File: config.mk
export PLATFORM = sky130hd
export DESIGN_NAME = digit_rom_arbiter_flat
export DESIGN_NICKNAME = d
export VERILOG_FILES = /design/src/rtl/digit_rom_arbiter_if.sv /design/src/rtl/digit_rom_arbiter.sv /design/src/flat_wrapper.sv
export SDC_FILE = /design/constraint.sdc
export NUM_CORES = 1
export LEC_CHECK = 0
export BUFFER_PORTS_ARGS = -buffer_cell sky130_fd_sc_hd__buf_2
export CAP_MARGIN = 0
export CORE_MARGIN = 10
export CORE_UTILIZATION = 35
export CTS_CLUSTER_DIAMETER = 50
export CTS_CLUSTER_SIZE = 24
export DETAILED_ROUTE_END_ITERATION = 6
export GPL_TIMING_DRIVEN = 1
export PLACE_DENSITY = 0.73
export SETUP_SLACK_MARGIN = 0.2
export SYNTH_ARGS = -nofsm -noshare
export SYNTH_HDL_FRONTEND = slang
export SYNTH_SLANG_ARGS = --single-unit
File: constraint.sdc
create_clock -name clk -period 1.4 [get_ports clk]
set_clock_uncertainty 0.1 [all_clocks]
set_input_delay 0 -clock clk [delete_from_list [all_inputs] [get_ports clk]]
set_output_delay 0 -clock clk [all_outputs]
set_load 0.01 [all_outputs]
File: src/rtl/digit_rom_arbiter_if.sv
// ---------------------------------------------------------------------------
// digit_rom_arbiter_if
// Purpose : bundles the requester-side lookup bus, the ROM-side address /
//           colour bus and the tagged response bus of the digit ROM arbiter.
// Signals :
//   req        N_REQ    per-requester lookup request (level)
//   req_x      6*N_REQ  column per requester, slice i = [6i+5:6i]
//   req_y      3*N_REQ  row per requester
//   req_a0     4*N_REQ  low BCD digit per requester
//   req_a1     4*N_REQ  high BCD digit per requester
//   gnt        N_REQ    one-hot accept
//   rom_x/y/a0/a1       registered ROM address
//   rom_color  12       colour returned by the ROM (1-cycle registered read)
//   rsp_valid  N_REQ    one-hot owner of rsp_color
//   rsp_color  12       returned pixel colour
//   rsp_err    1        accepted column was beyond the last glyph column
// Modports: slave = arbiter, master = requesters + ROM environment.
// ---------------------------------------------------------------------------
interface digit_rom_arbiter_if #(
    parameter int N_REQ = 2
);
    logic [N_REQ-1:0]   req;
    logic [6*N_REQ-1:0] req_x;
    logic [3*N_REQ-1:0] req_y;
    logic [4*N_REQ-1:0] req_a0;
    logic [4*N_REQ-1:0] req_a1;
    logic [N_REQ-1:0]   gnt;
    logic [5:0]         rom_x;
    logic [2:0]         rom_y;
    logic [3:0]         rom_a0;
    logic [3:0]         rom_a1;
    logic [11:0]        rom_color;
    logic [N_REQ-1:0]   rsp_valid;
    logic [11:0]        rsp_color;
    logic               rsp_err;

    modport slave (
        input  req, req_x, req_y, req_a0, req_a1, rom_color,
        output gnt, rom_x, rom_y, rom_a0, rom_a1, rsp_valid, rsp_color, rsp_err
    );

    modport master (
        output req, req_x, req_y, req_a0, req_a1, rom_color,
        input  gnt, rom_x, rom_y, rom_a0, rom_a1, rsp_valid, rsp_color, rsp_err
    );
endinterface

File: src/rtl/digit_rom_arbiter.sv
// ---------------------------------------------------------------------------
// digit_rom_arbiter
// Purpose : shares one two-digit glyph ROM (registered read) between N_REQ
//           pixel requesters. Round-robin arbitration, one lookup accepted per
//           cycle, fixed 2-cycle latency, responses tagged with a one-hot id.
// Ports   :
//   clk   in  system clock, all logic on posedge
//   rst   in  synchronous active-high reset
//   bus   slave modport of digit_rom_arbiter_if (request, ROM and response
//         buses, see the interface header)
// Parameters:
//   N_REQ      number of requesters (2..4)
//   X_MAX      last valid glyph column; larger columns flag rsp_err
//   BURST_LEN  max consecutive grants to one owner (burst build only)
// Build option:
//   DIGIT_ARB_BURST_EN  when defined, a requester that keeps req high keeps
//                       the grant for up to BURST_LEN transfers so a whole
//                       glyph row is scanned without interleaving. When not
//                       defined, arbitration is strict per-transfer
//                       round-robin.
// ---------------------------------------------------------------------------
module digit_rom_arbiter #(
    parameter int N_REQ = 2,
    parameter int X_MAX = 20
`ifdef DIGIT_ARB_BURST_EN
    ,
    parameter int BURST_LEN = 21
`endif
) (
    input  logic                  clk,
    input  logic                  rst,
    digit_rom_arbiter_if.slave    bus
);

    // Round-robin position following requester i, wrapping N_REQ-1 -> 0.
    function automatic logic [1:0] ptr_after(input int i);
        return (i >= N_REQ - 1) ? 2'd0 : 2'(i + 1);
    endfunction

    logic [1:0]       rr_ptr_q,  rr_ptr_d;
    logic [5:0]       rom_x_q,   rom_x_d;
    logic [2:0]       rom_y_q,   rom_y_d;
    logic [3:0]       rom_a0_q,  rom_a0_d;
    logic [3:0]       rom_a1_q,  rom_a1_d;
    logic [N_REQ-1:0] s1_id_q,   s1_id_d;
    logic             s1_err_q,  s1_err_d;
    logic [N_REQ-1:0] s2_id_q,   s2_id_d;
    logic             s2_err_q,  s2_err_d;

`ifdef DIGIT_ARB_BURST_EN
    logic [4:0]       burst_cnt_q, burst_cnt_d;
    logic [1:0]       owner_q,     owner_d;
    logic             owner_req;
`endif

    logic [1:0]       search_start;
    logic [N_REQ-1:0] gnt_c;
    logic [N_REQ-1:0] gnt_o;
    logic             found;
    logic             xfer;
    int               acc_idx;
    logic [5:0]       sel_x;
    logic [2:0]       sel_y;
    logic [3:0]       sel_a0;
    logic [3:0]       sel_a1;

    // Grant selection: the first requesting slot found when walking from the
    // search start around the ring. In the burst build a locked owner that
    // still requests wins outright; a locked owner that dropped its request
    // hands the search start to the slot after it in the same cycle.
    always_comb begin
        search_start = rr_ptr_q;
        gnt_c        = '0;
        found        = 1'b0;
`ifdef DIGIT_ARB_BURST_EN
        owner_req = 1'b0;
        for (int i = 0; i < N_REQ; i++) begin
            if (i == int'(owner_q)) begin
                owner_req = bus.req[i];
            end
        end
        if (burst_cnt_q != 5'd0) begin
            search_start = ptr_after(int'(owner_q));
            if (owner_req) begin
                for (int i = 0; i < N_REQ; i++) begin
                    if (i == int'(owner_q)) begin
                        gnt_c[i] = 1'b1;
                    end
                end
                found = 1'b1;
            end
        end
`endif
        for (int k = 0; k < N_REQ; k++) begin
            for (int i = 0; i < N_REQ; i++) begin
                if (!found && bus.req[i] &&
                    (i == ((int'(search_start) + k) % N_REQ))) begin
                    gnt_c[i] = 1'b1;
                    found    = 1'b1;
                end
            end
        end
    end

    assign gnt_o   = rst ? '0 : gnt_c;
    assign bus.gnt = gnt_o;
    assign xfer    = |(bus.req & gnt_o);

    // Payload mux: pick the slice belonging to the granted requester.
    always_comb begin
        acc_idx = 0;
        sel_x   = '0;
        sel_y   = '0;
        sel_a0  = '0;
        sel_a1  = '0;
        for (int i = 0; i < N_REQ; i++) begin
            if (gnt_o[i]) begin
                acc_idx = i;
                sel_x   = bus.req_x[6*i +: 6];
                sel_y   = bus.req_y[3*i +: 3];
                sel_a0  = bus.req_a0[4*i +: 4];
                sel_a1  = bus.req_a1[4*i +: 4];
            end
        end
    end

    // Next-state logic. The ROM address only moves on an accepted lookup so
    // the ROM never sees a spurious address on idle cycles; the id/err
    // pipeline clears stage 1 on idle cycles so no phantom response appears.
    always_comb begin
        rr_ptr_d = rr_ptr_q;
        rom_x_d  = rom_x_q;
        rom_y_d  = rom_y_q;
        rom_a0_d = rom_a0_q;
        rom_a1_d = rom_a1_q;
        s1_id_d  = '0;
        s1_err_d = 1'b0;
        s2_id_d  = s1_id_q;
        s2_err_d = s1_err_q;
`ifdef DIGIT_ARB_BURST_EN
        burst_cnt_d = burst_cnt_q;
        owner_d     = owner_q;
        if ((burst_cnt_q != 5'd0) && !owner_req) begin
            burst_cnt_d = 5'd0;
            rr_ptr_d    = ptr_after(int'(owner_q));
        end
`endif
        if (xfer) begin
            rom_x_d  = sel_x;
            rom_y_d  = sel_y;
            rom_a0_d = sel_a0;
            rom_a1_d = sel_a1;
            s1_id_d  = gnt_o;
            s1_err_d = (int'(sel_x) > X_MAX);
`ifdef DIGIT_ARB_BURST_EN
            // The BURST_LEN-th transfer ends the burst; earlier ones extend it
            // and leave the round-robin pointer where it was.
            if (int'(burst_cnt_q) >= BURST_LEN - 1) begin
                burst_cnt_d = 5'd0;
                rr_ptr_d    = ptr_after(acc_idx);
            end else begin
                burst_cnt_d = burst_cnt_q + 5'd1;
                owner_d     = 2'(acc_idx);
            end
`else
            rr_ptr_d = ptr_after(acc_idx);
`endif
        end
    end

    // State registers; reset drops any in-flight lookup.
    always_ff @(posedge clk) begin
        if (rst) begin
            rr_ptr_q <= '0;
            rom_x_q  <= '0;
            rom_y_q  <= '0;
            rom_a0_q <= '0;
            rom_a1_q <= '0;
            s1_id_q  <= '0;
            s1_err_q <= 1'b0;
            s2_id_q  <= '0;
            s2_err_q <= 1'b0;
`ifdef DIGIT_ARB_BURST_EN
            burst_cnt_q <= '0;
            owner_q     <= '0;
`endif
        end else begin
            rr_ptr_q <= rr_ptr_d;
            rom_x_q  <= rom_x_d;
            rom_y_q  <= rom_y_d;
            rom_a0_q <= rom_a0_d;
            rom_a1_q <= rom_a1_d;
            s1_id_q  <= s1_id_d;
            s1_err_q <= s1_err_d;
            s2_id_q  <= s2_id_d;
            s2_err_q <= s2_err_d;
`ifdef DIGIT_ARB_BURST_EN
            burst_cnt_q <= burst_cnt_d;
            owner_q     <= owner_d;
`endif
        end
    end

    assign bus.rom_x     = rom_x_q;
    assign bus.rom_y     = rom_y_q;
    assign bus.rom_a0    = rom_a0_q;
    assign bus.rom_a1    = rom_a1_q;
    assign bus.rsp_valid = s2_id_q;
    assign bus.rsp_err   = s2_err_q;
    assign bus.rsp_color = bus.rom_color;

endmodule
File: src/flat_wrapper.sv
// flat-port wrapper written by rule: the top's interface ports become plain ports
module digit_rom_arbiter_flat 
#(
    parameter int N_REQ = 2,
    parameter int X_MAX = 20

)
  (clk, rst, bus_req, bus_req_x, bus_req_y, bus_req_a0, bus_req_a1, bus_rom_color, bus_gnt, bus_rom_x, bus_rom_y, bus_rom_a0, bus_rom_a1, bus_rsp_valid, bus_rsp_color, bus_rsp_err);
  digit_rom_arbiter_if #(.N_REQ(N_REQ)) bus_i ();
  input  logic clk;
  input  logic rst;
  input wire logic [$bits(bus_i.req)-1:0] bus_req;
  input wire logic [$bits(bus_i.req_x)-1:0] bus_req_x;
  input wire logic [$bits(bus_i.req_y)-1:0] bus_req_y;
  input wire logic [$bits(bus_i.req_a0)-1:0] bus_req_a0;
  input wire logic [$bits(bus_i.req_a1)-1:0] bus_req_a1;
  input wire logic [$bits(bus_i.rom_color)-1:0] bus_rom_color;
  output wire logic [$bits(bus_i.gnt)-1:0] bus_gnt;
  output wire logic [$bits(bus_i.rom_x)-1:0] bus_rom_x;
  output wire logic [$bits(bus_i.rom_y)-1:0] bus_rom_y;
  output wire logic [$bits(bus_i.rom_a0)-1:0] bus_rom_a0;
  output wire logic [$bits(bus_i.rom_a1)-1:0] bus_rom_a1;
  output wire logic [$bits(bus_i.rsp_valid)-1:0] bus_rsp_valid;
  output wire logic [$bits(bus_i.rsp_color)-1:0] bus_rsp_color;
  output wire logic [$bits(bus_i.rsp_err)-1:0] bus_rsp_err;
  assign bus_i.req = bus_req;
  assign bus_i.req_x = bus_req_x;
  assign bus_i.req_y = bus_req_y;
  assign bus_i.req_a0 = bus_req_a0;
  assign bus_i.req_a1 = bus_req_a1;
  assign bus_i.rom_color = bus_rom_color;
  assign bus_gnt = bus_i.gnt;
  assign bus_rom_x = bus_i.rom_x;
  assign bus_rom_y = bus_i.rom_y;
  assign bus_rom_a0 = bus_i.rom_a0;
  assign bus_rom_a1 = bus_i.rom_a1;
  assign bus_rsp_valid = bus_i.rsp_valid;
  assign bus_rsp_color = bus_i.rsp_color;
  assign bus_rsp_err = bus_i.rsp_err;
  digit_rom_arbiter #(.N_REQ(N_REQ), .X_MAX(X_MAX)) u_core (.clk(clk), .rst(rst), .bus(bus_i));
endmodule
# After elaboration in Yosys (flattened, before gate mapping)
# Cells that the tools add are included.
[classes]
addsub = 2
magnitude_cmp = 2
n_eq_ne = 1
mux = 17
n_bitwise = 3
reduce_logical = 14
[ops]
columns = ["op", "n"]
rows = [
  ["$logic_not A32 Y1", 2],
  ["$mux W4", 4],
  ["$mux W6", 2],
  ["$mux W1", 8],
  ["$logic_and A1 B1 Y1", 7],
  ["$gt A6 B5 Y1 const B", 1],
  ["$mux W3", 2],
  ["$reduce_or A2 Y1", 2],
  ["$logic_not A1 Y1", 3],
  ["$add A1 B1 Y1 const B", 2],
  ["$and A2 B2 Y2", 1],
  ["$eq A2 B2 Y1 const A", 1],
  ["$mux W2", 1],
  ["$and A1 B1 Y1 const A", 1],
  ["$ge A1 B1 Y1 const B", 1],
  ["$not A1 Y1", 1],
]
[totals]
register_bits = 24
in_bits = 50
out_inout_bits = 34
elab_cells = 48

# Longest topological paths before layout
[logic_depth]
word_depth = 20
depth_mapped = 6

# Least setup slack after synthesis
# Ideal clock, no wire load.
[synth_path]
path_type = "register to register"
startpoint = "register u_core.rr_ptr_q[0]"
endpoint = "register u_core.rom_a0_q[0], in the netlist u_core.bus.rom_a0[0]"
arrival_time_ps = 1223
t_required_ps = 1181
path_slack_ps = -42
stages_incl_launch_ff = 7
path_buffers = 2
synth_period_minus_slack_ps = 1442
cell_sequence = "dfxtp_1 > nand2b_1 > buf_6 > nand2_4 > or2_4 > buf_6 > o221a_2"
[synth_between]
elab_chain_len = 18
word_cells_on_any_way = 26
[synth_lines]
columns = ["item", "line", "source"]
rows = [
  ["start: declaration", "digit_rom_arbiter.sv:40", "logic [1:0] rr_ptr_q, rr_ptr_d;"],
  ["start signal: assignment", "digit_rom_arbiter.sv:188", "rr_ptr_q <= rr_ptr_d;"],
  ["$logic_not A32 Y1", "digit_rom_arbiter.sv:97", "(i == ((int'(search_start) + k) % N_REQ))) begin"],
  ["$logic_and A1 B1 Y1", "digit_rom_arbiter.sv:96", "if (!found && bus.req[i] &&"],
  ["$mux W1", "digit_rom_arbiter.sv:96", ""],
  ["$logic_not A1 Y1", "digit_rom_arbiter.sv:96", ""],
  ["$logic_and A1 B1 Y1 (2 in a row)", "digit_rom_arbiter.sv:96", ""],
  ["$mux W1", "digit_rom_arbiter.sv:96", ""],
  ["$logic_not A1 Y1", "digit_rom_arbiter.sv:96", ""],
  ["$logic_and A1 B1 Y1 (2 in a row)", "digit_rom_arbiter.sv:96", ""],
  ["$mux W1", "digit_rom_arbiter.sv:96", ""],
  ["$logic_not A1 Y1", "digit_rom_arbiter.sv:96", ""],
  ["$logic_and A1 B1 Y1 (2 in a row)", "digit_rom_arbiter.sv:96", ""],
  ["$mux W1", "digit_rom_arbiter.sv:96", ""],
  ["$mux W2 *", "digit_rom_arbiter.sv:105", "assign gnt_o = rst ? '0 : gnt_c;"],
  ["$and A2 B2 Y2", "digit_rom_arbiter.sv:107", "assign xfer = |(bus.req & gnt_o);"],
  ["$reduce_or A2 Y1", "digit_rom_arbiter.sv:107", ""],
  ["end signal: assignment", "digit_rom_arbiter.sv:191", "rom_a0_q <= rom_a0_d;"],
  ["end: declaration", "digit_rom_arbiter.sv:43", "logic [3:0] rom_a0_q, rom_a0_d;"],
]
# Mark *: on every way between the ends. The rest lies on a longest branch, timed or not.
# A chain may end at the register's enable or synchronous reset.

# Final worst setup path
[layout_path]
startpoint = "register u_core.rr_ptr_q[0]"
endpoint = "register u_core.rom_a0_q[1], in the netlist u_core.bus.rom_a0[1]"
# Same word-level chain as after synthesis.

==> summary.md <==
| Metric | Value |
|---|---|
| R2R depth | 5 |
| Critical Path RT | 1.52 ns |
| Cell Area, Placed | 0.00135 sq mm |
| Core Region | 0.00305 sq mm |
| Inserted Clock Buffers | 3 |
| Routed vias/inst | about 4.7 |
| Syn_nets | ~170 |
| RSZ-0062 raised after global routing | yes |
| Worst-Skew Late Latency | ~0.31 ns |
| Fill count | about 240 |
| CP arrival | ~1.5 ns |
| Total Neg Setup Slack | 0 ns |
| Hold-fix buffers, CTS | between 40 and 50 |
| Hold Path End | u_core.rr_ptr_q[0] |
| Tot Pwr | approximately 1.5 mW |
| Fmax | 0.717 GHz |
| Final layout net count | approximately 270 |
| Die ar. | 0.00582 sq mm |
| Most area-consuming cells after synthesis | dfxtp_1, o221a_2, nor2_1 |
| Pre-CTS WS | approximately 0.056 ns |
| Status | complete, but fails checks |
| Critical Path Start Type | register |
| Final cell area excluding filler cells | 0.00198 sq mm |
| Finish-stage setup viols | 0 |
| Vias | around 1300 |
| Post-route ant nets | 0 |
| Number of remaining DRC errors | 0 |
| Diode count | 0 |
| DR iter-0 viols | just over 60 |
| Initial Util | 36.4% |
| Peak VDD IR | 0.458 mV |
| Pin count of the biggest net entering global routing | 26 |
| Share of layout cells above drive strength 1 | between 40 and 50% |
| Chip height | between 70 and 80 microns |
| H-tree depth | 1 |
| Post-Syn Area per Cell | slightly below 9 sq um |
| Commonest non-fill, non-tap cell in the layout | buf_2 |
| Min Tclk post-route | about 1.4 ns |
| Syn Std Cell Area | 0.00111 sq mm |
| Clock slew at reported path FFs | roughly 0.13 ns |
| Final hold viol count | 1 |
| Synthesis-stage register bit count | 24 |
| Ys Warns | 0 |
| Slowest-stage cell, CP | dfxtp_2 |
| Register area share after synthesis | 43.3% |
| Top cell type's share of synthesized area | a little over two fifths |
| Vias in the first global route | 1348 |
| First-pass GRT wire length | ~6800 microns |
| Critical hold path startpoint | bus_req[0] |
| Layout area overhead | 78.7% |
| Min-Delay Path Depth | 3 |
| IO Count | between 80 and 90 |
| Headroom to the max-slew limit | roughly four fifths |
| Root buf cell | clkbuf_4 |
| Routed WL | around 4200 microns |
| Port bufs | just under 60 |
| GRT Overall Usage | 13.9% |
| Pleak | roughly 0.9 nW |
| Failing checks | hold timing |
| Worst-path cell chain | nand2b_4, nand2_4, or2_4, buf_12, o221a_2 |
| # rows | 20 |
| CP max FO | 9 |
| Crit path largest cell delay | approximately 0.36 ns |
| Reg2reg end | u_core.bus.rom_a0[1] |
| Fin. max-slew vios | 0 |
| Power per cell area | around 780 mW/mm^2 |
| Most frequent cells in the layout | buf_2, dlygate4sd3_1, nor2_1 |
| GRT overflow | 0 |
| Worst-Margin Slew | ~0.3 ns |
| Worst hold path type | input pin to register |
| Syn Inst Count | between 100 and 150 |
| Placed cells | 210 |
| FF-to-FF setup slack | about 0.0048 ns |
| Setup Crit Path Kind | register to register |
| Crit end category | register |
| Initial antenna violation count | 0 |
| Clk sinks | 24 |
| Max-Cap Viols | 0 |
| Fin cells | roughly 270 |
| Hold slack final | -0.0111 ns |
| Post-route setup slack | approximately 0.0048 ns |
| CTS Buffer Depth | 2 |
| HPWL Detailed | around 2700 microns |
| First-pass DRT Iterations | 4 |
| Final Cycle Share | 99.7% |
| R2r startpoint | u_core.rr_ptr_q[0] |
| Synth area leader | dfxtp_1 |
| Wirelength per Cell | 16.0 microns |
| CTS tree | done |
| Gpl congestion | 0.844 |
| Synth cell types | 25 |
| Die X-Extent | roughly 76 microns |
-- synth_stat cells --
library cell	instances
or2b_1	1
nand2b_1	1
nand2_1	4
buf_6	2
nor2b_1	6
a32oi_1	4
o22ai_1	3
o211ai_1	1
dfxtp_1	24
a21boi_1	1
nor3_1	3
nand2_4	1
or2_4	1
inv_1	2
buf_4	13
clkbuf_1	2
o2bb2ai_1	1
a21oi_1	3
o21ai_0	1
a211oi_1	4
or2_2	1
nor2_1	29
nor4_1	1
o221a_2	11
buf_2	4
-- worst max-delay path, delay by kind of cell, from the launching register on --
kind	cells	cell delay (ns)
compound gates	1	0.23
buf+inv	1	0.15
flops	1	0.36
simple gates	3	0.47
-- metrics by stage --
stage / util (%) / hold slack (ns)
floorplan: - / -0.00823
global placement: 44.3 / -0.0999
detailed placement: 44.3 / -0.0999
CTS: 62.9 / -0.0262
global route: 65.0 / -0.00355
finish: 65.0 / -0.0111
-- cell type report --
type | instances | area, sq um | share of cell area [%]
clock buffers | 3 | 22.5 | 1.14
inverters | 2 | 7.51 | 0.379
multi-input cells | 77 | 546 | 27.5
repair buffers | 116 | 871 | 43.9
flip-flops and latches | 24 | 482 | 24.3
well taps | 44 | 55.1 | 2.78
-- state kept, by name, indices dropped and copies added (netlist names) --
signal and count:
u_core.bus.rom_x 6, u_core.rr_ptr_q 1, u_core.s1_id_q 2, u_core.bus.rsp_err 1, u_core.bus.rom_y 3, u_core.bus.rom_a1 4
u_core.s1_err_q 1, u_core.bus.rom_a0 4, u_core.bus.rsp_valid 2
-- power breakdown --
| group | total, mW | switching [mW] | leakage, nW | internal, mW |
|---|---|---|---|---|
| Combinational | 0.479 | 0.209 | 0.712 | 0.270 |
| Clock | 0.306 | 0.205 | 0.0138 | 0.101 |
| Sequential | 0.760 | 0.0237 | 0.200 | 0.736 |
| Total | 1.54 | 0.438 | 0.925 | 1.11 |
-- cell families (layout without fill, tap and decap cells) --
family                 count (synthesis)  in the layout  share of synthesized area, %
buffers and inverters                 23            121                          14.0
AO/OA/AOI/OAI                         29             29                          22.7
flip-flops                            24             24                          43.3
AND/OR/NAND/NOR                       48             48                          20.1
-- routing by layer --
layer | track usage, % | up-vias | routed length, microns
met2 | 22.8 | 68 | 1930
met3 | 6.13 | 8 | 337
met4 | 3.53 | 0 | 65
li1 | - | 623 | -
met1 | 16.1 | 554 | 1910
met5 | 0 | - | 0
-- worst max path at each step --
stage / start / to / slack [ns]
after global routing: u_core.rr_ptr_q[0] / bus_gnt[1] / -0.06
final: u_core.rr_ptr_q[0] / u_core.bus.rom_a0[1] / 0.005
after floorplan: u_core.rr_ptr_q[0] / u_core.bus.rom_a0[0] / -0.02
after global placement: u_core.rr_ptr_q[0] / u_core.bus.rom_a0[2] / 0.08
after detailed placement: u_core.rr_ptr_q[0] / u_core.bus.rom_a0[3] / 0.06
after CTS: u_core.rr_ptr_q[0] / bus_gnt[1] / -0.003
-- timing repair --
item                       CTS  global route
setup endpoints to repair   14            18
hold endpoints to repair    32             1
gates resized for setup      5            10
pin swaps                    3             3
buffers inserted             7             0
No activity file was read; power rests on OpenSTA's default activity.
